==> config.mk <==
export PLATFORM = sky130hd
export DESIGN_NAME = axis_deserializer_keep
export DESIGN_NICKNAME = d
export VERILOG_FILES = /design/src/rtl/axis_deserializer_keep_pkg.sv /design/src/rtl/axis_deserializer_keep.sv
export SDC_FILE = /design/constraint.sdc
export NUM_CORES = 1
export LEC_CHECK = 0
export CORE_MARGIN = 1
export CORE_UTILIZATION = 54
export DETAILED_ROUTE_END_ITERATION = 7
export GPL_TIMING_DRIVEN = 0
export PLACE_DENSITY = 0.86
export SLEW_MARGIN = 20
export SYNTH_ARGS = -nofsm -noshare
export SYNTH_HDL_FRONTEND = slang
export SYNTH_SLANG_ARGS = --single-unit
==> constraint.sdc <==
create_clock -name clk -period 2.5 [get_ports clk]
set_input_delay 0.5 -clock clk [delete_from_list [all_inputs] [get_ports clk]]
set_output_delay 0.5 -clock clk [all_outputs]
set_load 0.05 [all_outputs]
==> src/rtl/axis_deserializer_keep_pkg.sv <==
// rtl/axis_deserializer_keep_pkg.sv - shared encodings and sizing helper for the keep-aware deserializer
package axis_deserializer_keep_pkg;

  localparam int AXIS_ORDER_LSB_FIRST = 0;
  localparam int AXIS_ORDER_MSB_FIRST = 1;

  // Slot counter width; a single-word beat still needs a 1-bit counter.
  function automatic int cnt_width(input int n);
    return (n <= 1) ? 1 : $clog2(n);
  endfunction

endpackage

==> src/rtl/axis_deserializer_keep.sv <==
// rtl/axis_deserializer_keep.sv - packs DATA_NB narrow words into one wide stream beat with keep mask
module axis_deserializer_keep
  import axis_deserializer_keep_pkg::*;
#(
  parameter int DATA_NB    = 4,
  parameter int DATA_WIDTH = 8,
  parameter int ORDER      = AXIS_ORDER_LSB_FIRST,
  parameter int ZERO_FILL  = 1
) (
  input  logic                          clk,
  input  logic                          rst_n,
  input  logic                          up_valid,
  output logic                          up_ready,
  input  logic [DATA_WIDTH-1:0]         up_data,
  input  logic                          up_last,
  output logic                          down_valid,
  input  logic                          down_ready,
  output logic [DATA_WIDTH*DATA_NB-1:0] down_data,
  output logic [DATA_NB-1:0]            down_keep,
  output logic                          down_last
);

  localparam int CW = cnt_width(DATA_NB);
  localparam int BW = DATA_WIDTH * DATA_NB;
  localparam logic [CW-1:0] LAST_CNT = CW'(DATA_NB - 1);

  logic [CW-1:0]      cnt;
  logic [CW-1:0]      slot;
  logic [BW-1:0]      stage_data;
  logic [BW-1:0]      merged_data;
  logic [DATA_NB-1:0] stage_keep;
  logic [DATA_NB-1:0] merged_keep;
  logic               beat_completes;
  logic               accept;

  // Only the completing word has to wait for the output register to free up.
  assign beat_completes = (cnt == LAST_CNT) | up_last;
  assign up_ready       = ~down_valid | down_ready | ~beat_completes;
  assign accept         = up_valid & up_ready;
  assign slot           = (ORDER == AXIS_ORDER_MSB_FIRST) ? (LAST_CNT - cnt) : cnt;

  // Staging contents as they would look with the current word merged in.
  always_comb begin
    merged_data = stage_data;
    merged_keep = stage_keep;
    if ((cnt == '0) && (ZERO_FILL != 0)) begin
      merged_data = '0;
    end
    merged_data[slot*DATA_WIDTH +: DATA_WIDTH] = up_data;
    merged_keep[slot] = 1'b1;
  end

  always_ff @(posedge clk or negedge rst_n) begin
    if (!rst_n) begin
      cnt        <= '0;
      stage_data <= '0;
      stage_keep <= '0;
      down_valid <= 1'b0;
      down_data  <= '0;
      down_keep  <= '0;
      down_last  <= 1'b0;
    end else begin
      if (down_valid && down_ready) begin
        down_valid <= 1'b0;
      end
      if (accept) begin
        stage_data <= merged_data;
        if (beat_completes) begin
          down_valid <= 1'b1;
          down_data  <= merged_data;
          down_keep  <= merged_keep;
          down_last  <= up_last;
          cnt        <= '0;
          stage_keep <= '0;
        end else begin
          cnt        <= cnt + 1'b1;
          stage_keep <= merged_keep;
        end
      end
    end
  end

endmodule

==> results of run 1 <==
through the flow:
step | worst slack, ns | utilization (%) | area, um2 | setup TNS, ns
finish | 0.0867 | 69.6 | 4240 | 0
global route | 0.00133 | 69.6 | 4240 | 0
CTS | 0.0568 | 69.6 | 4240 | 0
detailed placement | -0.614 | 66.4 | 4050 | -0.614
global placement | -1.60 | 66.1 | 4030 | -121.58
floorplan | 0.289 | - | 3500 | 0
layer usage:
| layer | GRT usage [%] | part of all wire [%] |
|---|---|---|
| met5 | 0 | 0 |
| met4 | 11.6 | 2.8 |
| met3 | 6.70 | 8.1 |
| met2 | 45.0 | 48 |
| met1 | 39.8 | 42 |
Yosys cell counts (2+ instances only):
| master | instances |
|---|---|
| dfrtp_1 | 76 |
| a31oi_1 | 40 |
| a21oi_1 | 26 |
| a32o_1 | 20 |
| a22o_1 | 17 |
| a22oi_1 | 16 |
| clkbuf_1 | 11 |
| buf_2 | 10 |
| nand2_1 | 10 |
| nor2_1 | 9 |
| ha_1 | 8 |
| inv_1 | 8 |
| clkbuf_2 | 7 |
| nand4_1 | 7 |
| a211o_1 | 4 |
| a32oi_1 | 4 |
| mux2_2 | 4 |
| and2_1 | 3 |
| buf_1 | 3 |
| nand3_1 | 3 |
| o211ai_1 | 3 |
| nor2b_1 | 2 |
| o21ai_0 | 2 |
flip-flops by register name, indices dropped and copies added (netlist names):
register and cells:
down_data 32, stage_data 32, down_keep 4, stage_keep 4, cnt 2, down_last 1
down_valid 1
report_power, final:
part           leakage [nW]  total [mW]  internal, mW  switching, mW
Sequential            0.978        1.55          1.42          0.124
Combinational         0.708        1.51         0.486           1.03
Clock                0.0983       0.949         0.486          0.463
Total                  1.78        4.01          2.40           1.61
timing repair:
action	4_1_cts	5_1_grt
setup buffers	0	0
endpoints found under the setup margin	1	1
gates resized for setup	6	1
hold buffers	0	0
critical path: cells and delay by family, from the launching register on:
kind                       cells  cell delay [ns]
buffers and inverters          2             0.43
DFF                            1             0.50
and+or+nand+nor                2             0.36
adders and majority gates      1             0.26
how the worst max path moves through the flow:
stage	start	to	slack [ns]	depth (start not counted)
floorplan	cnt[0]	up_ready	0.29	5
global placement	rst_n	down_data[30]	-1.60	1
detailed placement	up_last	up_ready	-0.61	6
CTS	cnt[0]	up_ready	0.06	5
global route	cnt[0]	up_ready	0.001	5
finish	cnt[0]	up_ready	0.09	5
cells by family after synthesis:
| kind of cell | count (synthesis) | share of synthesized area, % |
|---|---|---|
| AO/OA/AOI/OAI | 136 | 28.7 |
| flip-flops | 76 | 54.3 |
| AND/OR/NAND/NOR | 43 | 7.53 |
| buffers and inverters | 41 | 5.32 |
| adder cells (fa/ha/maj) | 8 | 2.86 |
| multiplexers | 4 | 1.29 |
cell type report:
class,instances,area [um2]
well taps,75,93.8
clock inverters,6,63.8
multi-input cells,191,1420
inverters,8,30.0
clock buffers,10,138
flip-flops and latches,76,1900
plain buffers,32,153
fillers,458,1850
repair buffers,44,445
==> impl_metrics.csv, run 1 <==
group,metric,value,unit
timing,maxSlewHeadroom,56.7,%
logic_synthesis,synth_top_area_share,54.3,%
logic_synthesis,synth_flop_cell,"dfrtp_1",
floorplan,fp.coreArea,6100,um2
placed_design,place.gp.congestion,0.961,
setup_path,r2r_end,"stage_data[14]",
logic_synthesis,synth_seq_cells,76,
outcome,status,"finished clean",
logic_synthesis,synth_area_leader_cell,"dfrtp_1",
floorplan,die_w,82.6,um
setup_path,crit_slowest_cell,"dfrtp_2",
global_routing,grt_pass1_vias,2805,
detailed_routing,wl,9100,um
cells_and_area,nNetsFinal,383,
setup_path,start_kind,"register",
timing,timing.final.hold_violations,0,
setup_path,slowest_delay,0.50,ns
timing,tightest_slew,0.647,ns
setup_path,path_class,"reg2out",
setup_path,r2r_start,"cnt[0]",
setup_path,rr_worst_depth,6,
setup_path,r2r_slack,0.31,ns
flow_run,max_cap_viol_count,0,
placed_design,dp_hpwl,6060,um
logic_synthesis,synth_area_leaders,"dfrtp_1 (54%), a31oi_1 (7.1%), a32o_1 (5.7%)",
cts,clock_path_buffers,2,
logic_synthesis,syn_area_per_cell,11.4,um2
timing,max_freq,0.414,GHz
floorplan,start_util,57.5,%
cts,cts_tree,"yes",
detailed_routing,drc,0,
pwr,p_per_area,945,nW/um2
cells_and_area,mostFrequentLayoutCell,"dfrtp_1",
timing,period_minus_slack,2.41,ns
placed_design,place_inst,427,
cts,root_buffer,"clkbuf_8",
logic_synthesis,syn_nets,329,
global_routing,grt_overflow,0,
floorplan,die_h,82.6,um
floorplan,placement_rows,28,
detailed_routing,vias_per_cell,6.71,
cells_and_area,final_cells,442,
global_routing,grt_max_degree,43,
logic_synthesis,async_flop_share,100,%
detailed_routing,drt_iter0_drc,314,
setup_path,crit_fanout,19,
logic_synthesis,syn-cell-area,3500,um2
setup_path,crit_chain,"ha_1, or2_4, buf_4, nand2_1, clkbuf_4",
global_routing,grt_usage,29.1,%
logic_synthesis,ys_warn_count,0,
cts,cts.htree.levels,3,
global_routing,grt_first_pass_wirelength,14500,um
cts,cts_buffers,9,
setup_path,critPathArrivalTime,1.91,ns
cells_and_area,n_antenna_cell,0,
logic_synthesis,synth_cell_types,38,
timing,drv_slew,0,
pwr,ir_drop,608,uV
cells_and_area,drive_gt1_share,13.4,%
cells_and_area,final_cell_mix,"dfrtp_1 (75), clkdlybuf4s50_1 (41), a31oi_1 (40), a21oi_1 (26), a32o_1 (20)",
pwr,leakage,1.78,nW
detailed_routing,ant_nets,0,
floorplan,dieArea,6820,um2
cells_and_area,syn2layout_area_growth,21.1,%
logic_synthesis,synthCells,308,
logic_synthesis,synth_edf_count,0,
global_routing,grt_antenna_before_repair,0,
placed_design,io_buffers,43,
timing,rsz0062_at_grt,"false",
detailed_routing,first_pass_iters,5,
detailed_routing,wl_per_cell,20.6,um
pwr,power.total,4.01,mW
timing,setup_viol,0,
timing,post-route-period-util,96.5,%
cts,clk_pin_slew,0.08,ns
setup_path,worst_ep_required_time,2.00,ns
setup_path,critPathCaptureType,"output port",
floorplan,io_pins,52,
timing,hold_ws,0.0813,ns
min_path,min_path_type,"in2async",
cts,clk_latency,0.36,ns
detailed_routing,vias,2966,
logic_synthesis,ys_seq_area_share,54.3,%
timing,skew,0.00840,ns
cts,clock-sinks,76,
No activity file was read; power rests on OpenSTA's default activity.
==> run 2: changes to the inputs <==
--- a/config.mk
+++ b/config.mk
@@ -10,6 +10,7 @@
 export DETAILED_ROUTE_END_ITERATION = 7
 export GPL_TIMING_DRIVEN = 0
 export PLACE_DENSITY = 0.86
+export RECOVER_POWER = 50
 export SLEW_MARGIN = 20
 export SYNTH_ARGS = -nofsm -noshare
 export SYNTH_HDL_FRONTEND = slang
==> constraint.sdc (replaced) <==
create_clock -name clk -period 2.5 [get_ports clk]
set_input_delay 0.375 -clock clk [delete_from_list [all_inputs] [get_ports clk]]
set_output_delay 0.375 -clock clk [all_outputs]
set_load 0.05 [all_outputs]
==> run 2 against run 1 <==
Effect of this change: register-to-register slack worse by 0.02 ns; worst setup slack gained 0.086 ns; largest cell class unchanged; count of clock-buffer cells in the layout is the same; clock power about the same; sequential power about the same; fmax increased by 3.7%; critical endpoint unchanged; cell area is 0.27% lower; first-iteration DRC count grew 5.7%; global-route usage barely moved; largest power group unchanged.
==> impl_metrics.csv, run 2 (synthesized netlist as in run 1, its figures left out) <==
group,metric,value,unit
outcome,status,"finished clean",
cells_and_area,drive_gt1_share,13.0,%
detailed_routing,wl_per_cell,20.5,um
global_routing,grt_antenna_before_repair,0,
cells_and_area,multi_input_area,1420,um2
timing,rsz0062_at_grt,"false",
min_path,min_to,"stage_data[0]",
cts,clk_latency,0.36,ns
cts,clock_path_buffers,2,
setup_path,crit_slowest_cell,"dfrtp_2",
global_routing,grt_pass1_vias,2817,
detailed_routing,drt_iter0_drc,332,
min_path,hold_depth,2,
cells_and_area,mostFrequentLayoutCell,"dfrtp_1",
floorplan,dieArea,6820,um2
cells_and_area,nNetsFinal,384,
placed_design,placed_cell_area,4050,um2
floorplan,die_w,82.6,um
pwr,power.total,3.99,mW
cts,cts.htree.levels,3,
timing,tightest_slew,0.925,ns
cells_and_area,top_regs,"down_data (32), stage_data (32)",
floorplan,io_pins,52,
timing,post-route-period-util,93.1,%
detailed_routing,vias,2993,
setup_path,start_kind,"register",
floorplan,fp.coreArea,6100,um2
global_routing,busiest_layer,"met2",
timing,drv_slew,0,
floorplan,die_h,82.6,um
pwr,leakage,1.80,nW
detailed_routing,ant_nets,0,
placed_design,dp_hpwl,6060,um
global_routing,globalRouteMet2Util,45.1,%
detailed_routing,drc,0,
cts,cts_tree,"yes",
floorplan,placement_rows,28,
cells_and_area,seq_area,1900,um2
placed_design,place_inst,427,
global_routing,grt_first_pass_wirelength,14500,um
timing,max_freq,0.430,GHz
setup_path,r2r_slack,0.29,ns
setup_path,crit_fanout,19,
global_routing,grt_usage,29.2,%
cells_and_area,syn2layout_area_growth,20.7,%
detailed_routing,vias_per_cell,6.76,
setup_path,rr_worst_depth,6,
floorplan,start_util,57.5,%
min_path,worst_hold_startpoint,"up_data[0]",
cells_and_area,n_antenna_cell,0,
detailed_routing,first_pass_iters,5,
timing,setup_viol,0,
setup_path,crit_chain,"ha_1, or2_4, buf_4, nand2_1, buf_2",
setup_path,r2r_end,"stage_data[14]",
global_routing,grt_overflow,0,
cells_and_area,final_cell_mix,"dfrtp_1 (75), a31oi_1 (40), clkdlybuf4s50_1 (27), a21oi_1 (26), a32o_1 (20)",
setup_path,worst_ep_required_time,2.12,ns
cells_and_area,fillers,458,
setup_path,slowest_delay,0.49,ns
min_path,min_path_type,"in2reg",
flow_run,max_cap_viol_count,0,
timing,fin_setup_tns,0,ns
setup_path,critPathArrivalTime,1.95,ns
cells_and_area,stdcell_area,4230,um2
setup_path,r2r_start,"cnt[0]",
timing,skew,0.00720,ns
detailed_routing,wl,9070,um
cells_and_area,final_cells,443,
timing,period_minus_slack,2.33,ns
pwr,p_per_area,944,nW/um2
cts,root_buffer,"clkbuf_8",
setup_path,path_class,"reg2out",
global_routing,gr-usage-met1,39.8,%
timing,timing.final.hold_violations,0,
setup_path,critPathCaptureType,"output port",
placed_design,io_buffers,43,
global_routing,use_met3,6.70,%
placed_design,place.gp.congestion,0.961,
timing,maxSlewHeadroom,38.3,%
cts,clk_pin_slew,0.08,ns
pwr,ir_drop,601,uV
global_routing,grt_max_degree,43,
cts,cts_buffers,9,
cts,clock-sinks,76,
==> run 2: cell types whose count changed in the layout (fill, tap and decap cells not counted), sizes merged <==
cell / before / now
clkbuf: 28 / 30
buf: 17 / 15
dlygate4sd3: 0 / 15
clkdlybuf4s50: 41 / 27
==> run 2: worst max-delay path, delay by kind of cell (launching register included) <==
kind                       cells  cell delay [ns]
DFF                            1             0.49
adders and majority gates      1             0.26
and+or+nand+nor                2             0.36
buffers and inverters          2             0.47
==> run 2: cell type report <==
type                    instances  area share, %
inverters                       8          0.710
flip-flops and latches         76           45.0
multi-input cells             191           33.5
repair buffers                 45           10.3
clock inverters                 6           1.51
well taps                      75           2.22
plain buffers                  32           3.58
clock buffers                  10           3.25
==> run 2: power breakdown <==
| part | total, mW | switching (mW) | internal [mW] |
|---|---|---|---|
| combinational | 1.50 | 1.03 | 0.468 |
| sequential | 1.55 | 0.121 | 1.42 |
| clock | 0.952 | 0.466 | 0.486 |
| total | 3.99 | 1.62 | 2.38 |
==> run 2: routing by layer <==
metal | part of all wire, % | wire (um) | up-vias
met3 | 8.1 | 738 | 28
met5 | 0 | 0 | -
met4 | 2.8 | 252 | 0
met1 | 41 | 3720 | 1480
met2 | 48 | 4370 | 171
li1 | - | - | 1314
==> run 2: what timing repair did <==
action	CTS	global route
hold endpoints to repair	34	0
resized for setup	3	3
hold buffers	1	0
buffers inserted	0	0
endpoints found under the setup margin	1	11
==> run 2: worst max path at each step <==
stage | startpoint | depth (start not counted) | endpoint | slack [ns]
after global routing | rst_n | 3 | stage_data[16] | 0.06
final | cnt[0] | 5 | up_ready | 0.17
after floorplan | cnt[0] | 5 | up_ready | 0.41
after detailed placement | up_last | 6 | up_ready | -0.36
after CTS | cnt[0] | 5 | up_ready | 0.003
after global placement | rst_n | 1 | down_data[30] | -1.47
==> run 2: metrics by stage <==
step           util [%]  hold WS [ns]  setup slack [ns]
2_1_floorplan         -        0.0794             0.414
3_3_place_gp       66.1         0.475             -1.47
3_5_place_dp       66.4         0.352            -0.364
4_1_cts            69.8         0.396           0.00333
5_1_grt            69.4         0.420            0.0625
6_report           69.4         0.407             0.173
==> run 3: changes to the inputs <==
--- a/config.mk
+++ b/config.mk
@@ -11,6 +11,7 @@
 export GPL_TIMING_DRIVEN = 0
 export PLACE_DENSITY = 0.86
 export RECOVER_POWER = 50
+export SETUP_SLACK_MARGIN = 0.05
 export SLEW_MARGIN = 20
 export SYNTH_ARGS = -nofsm -noshare
 export SYNTH_HDL_FRONTEND = slang
==> run 3 against run 2 <==
Effect of this change: hold slack better by 0.0027 ns; critical path depth is 1 higher; first-iteration DRC count is 6.9% lower; critical endpoint unchanged; sequential power hardly changed; largest cell class unchanged; total power is 0.29% higher; sequential share of layout area is 0.15 points lower; via count is 0.53% higher; combinational power hardly changed; routed wire length is 0.66% higher; global-route usage is 0.21 points higher; final cell count is 0.45% higher.
==> impl_metrics.csv, run 3 (synthesized netlist as in run 1, its figures left out) <==
group,metric,value,unit
setup_path,critPathCaptureType,"output port",
setup_path,crit_top_cell,"buf_4",
outcome,status,"finished clean",
floorplan,dieArea,6820,um2
detailed_routing,drc,0,
placed_design,dp_hpwl,6060,um
timing,fin_setup_tns,0,ns
detailed_routing,drt_iter0_drc,309,
setup_path,path_buf_inv,3,
cells_and_area,multi_input_area,1420,um2
timing,hold_ws,0.409,ns
detailed_routing,wl_per_cell,20.5,um
cts,clk_pin_slew,0.08,ns
global_routing,grt_usage,29.4,%
setup_path,cp_top_family,"buffers and inverters",
cells_and_area,syn2layout_area_growth,21.1,%
cells_and_area,stdcell_area,4250,um2
cells_and_area,mostFrequentLayoutCell,"dfrtp_1",
min_path,min_to,"stage_data[0]",
setup_path,critPathArrivalTime,1.96,ns
global_routing,grt_max_degree,43,
global_routing,grt_first_pass_wirelength,14600,um
min_path,min_path_type,"in2reg",
cells_and_area,final_cell_mix,"dfrtp_1 (75), a31oi_1 (40), clkdlybuf4s50_1 (28), a21oi_1 (26), a32o_1 (20)",
pwr,ir_drop,602,uV
setup_path,path_class,"reg2out",
cts,clock-sinks,76,
placed_design,placed_cell_area,4050,um2
timing,period_minus_slack,2.33,ns
cells_and_area,n_antenna_cell,0,
timing,max_freq,0.428,GHz
timing,rsz0062_at_grt,"false",
setup_path,crit_slowest_cell,"dfrtp_1",
setup_path,r2r_end,"stage_data[2]",
flow_run,max_cap_viol_count,0,
cells_and_area,drive_gt1_share,13.2,%
setup_path,r2r_start,"cnt[0]",
detailed_routing,wl,9130,um
cts,clock_path_buffers,2,
placed_design,place.gp.congestion,0.961,
timing,post-route-period-util,93.4,%
pwr,power.total,4.00,mW
setup_path,slowest_delay,0.44,ns
cts,clk_latency,0.36,ns
detailed_routing,first_pass_iters,5,
setup_path,crit_chain,"ha_1, or2_4, buf_4, buf_2, nand2_1, buf_4",
pwr,leakage,1.80,nW
global_routing,grt_overflow,0,
timing,setup_viol,0,
cts,root_buffer,"clkbuf_8",
floorplan,start_util,57.5,%
timing,drv_slew,0,
timing,maxSlewHeadroom,38.6,%
floorplan,fp.coreArea,6100,um2
timing,timing.final.hold_violations,0,
setup_path,rr_worst_depth,7,
cts,cts_buffers,9,
setup_path,worst_ep_required_time,2.12,ns
detailed_routing,vias,3009,
min_path,hold_depth,2,
detailed_routing,vias_per_cell,6.76,
timing,tightest_slew,0.921,ns
detailed_routing,ant_nets,0,
cts,cts_tree,"yes",
cells_and_area,nNetsFinal,386,
global_routing,grt_antenna_before_repair,0,
cells_and_area,seq_area,1900,um2
floorplan,die_h,82.6,um
global_routing,grt_pass1_vias,2832,
pwr,p_per_area,943,nW/um2
cells_and_area,top_regs,"down_data (32), stage_data (32)",
floorplan,io_pins,52,
min_path,worst_hold_startpoint,"up_data[0]",
placed_design,io_buffers,43,
setup_path,crit_fanout,10,
setup_path,start_kind,"register",
floorplan,placement_rows,28,
floorplan,die_w,82.6,um
cells_and_area,fillers,458,
cts,cts.htree.levels,3,
setup_path,r2r_slack,0.29,ns
timing,skew,0.00998,ns
run 3: cell count changes in the layout (fill, tap and decap cells not counted):
cell	delta
buf_2	-1
buf_4	+2
clkbuf_1	+1
clkdlybuf4s50_1	+1
dlygate4sd3_1	-1
run 3: metal layers:
metal	GRT usage, %	up-vias	wire (um)
li1	-	1313	-
met4	12.1	0	280
met5	0	-	0
met3	6.70	36	745
met2	45.5	177	4350
met1	39.8	1483	3760
run 3: area by class of cell:
type	instances	share of cell area, %
Buffer	33	3.65
Timing Repair Buffer	46	10.5
Multi-Input combinational cell	191	33.4
Clock inverter	6	1.50
Tap cell	75	2.21
Inverter	8	0.707
Sequential cell	76	44.8
Clock buffer	10	3.24
run 3: worst max path at each step:
stage,end,slack (ns),from,cells past startpoint
final,up_ready,0.17,cnt[1],6
after global routing,up_ready,0.04,cnt[1],6
after CTS,up_ready,0.12,cnt[1],6
after detailed placement,up_ready,-0.36,up_last,6
after global placement,down_data[30],-1.47,rst_n,1
after floorplan,up_ready,0.41,cnt[0],5
run 3: power by group:
group          leakage, nW  total, mW  switching (mW)  internal, mW
combinational        0.726       1.51            1.04         0.475
sequential           0.978       1.54           0.114          1.42
clock               0.0983      0.954           0.468         0.486
run 3: what timing repair did:
action / 4_1_cts / 5_1_grt
hold endpoints to repair: 34 / 0
resized for setup: 8 / 2
endpoints found under the setup margin: 1 / 1
hold buffers: 1 / 0
buffers inserted: 1 / 0
run 3: worst reg2reg max path, stage by stage, from the launching register on:
cell      delay, ns
dfrtp_2        0.41
buf_4          0.18
inv_1          0.20
ha_1           0.36
and4bb_1       0.30
buf_2          0.21
o211a_2        0.32
a22o_1         0.18
run 3: stage by stage:
stage | util (%) | worst slack, ns | instances
floorplan | - | 0.414 | 308
global placement | 66.1 | -1.47 | 426
detailed placement | 66.4 | -0.364 | 427
CTS | 70.0 | 0.120 | 445
global route | 69.6 | 0.0421 | 445
finish | 69.6 | 0.166 | 445
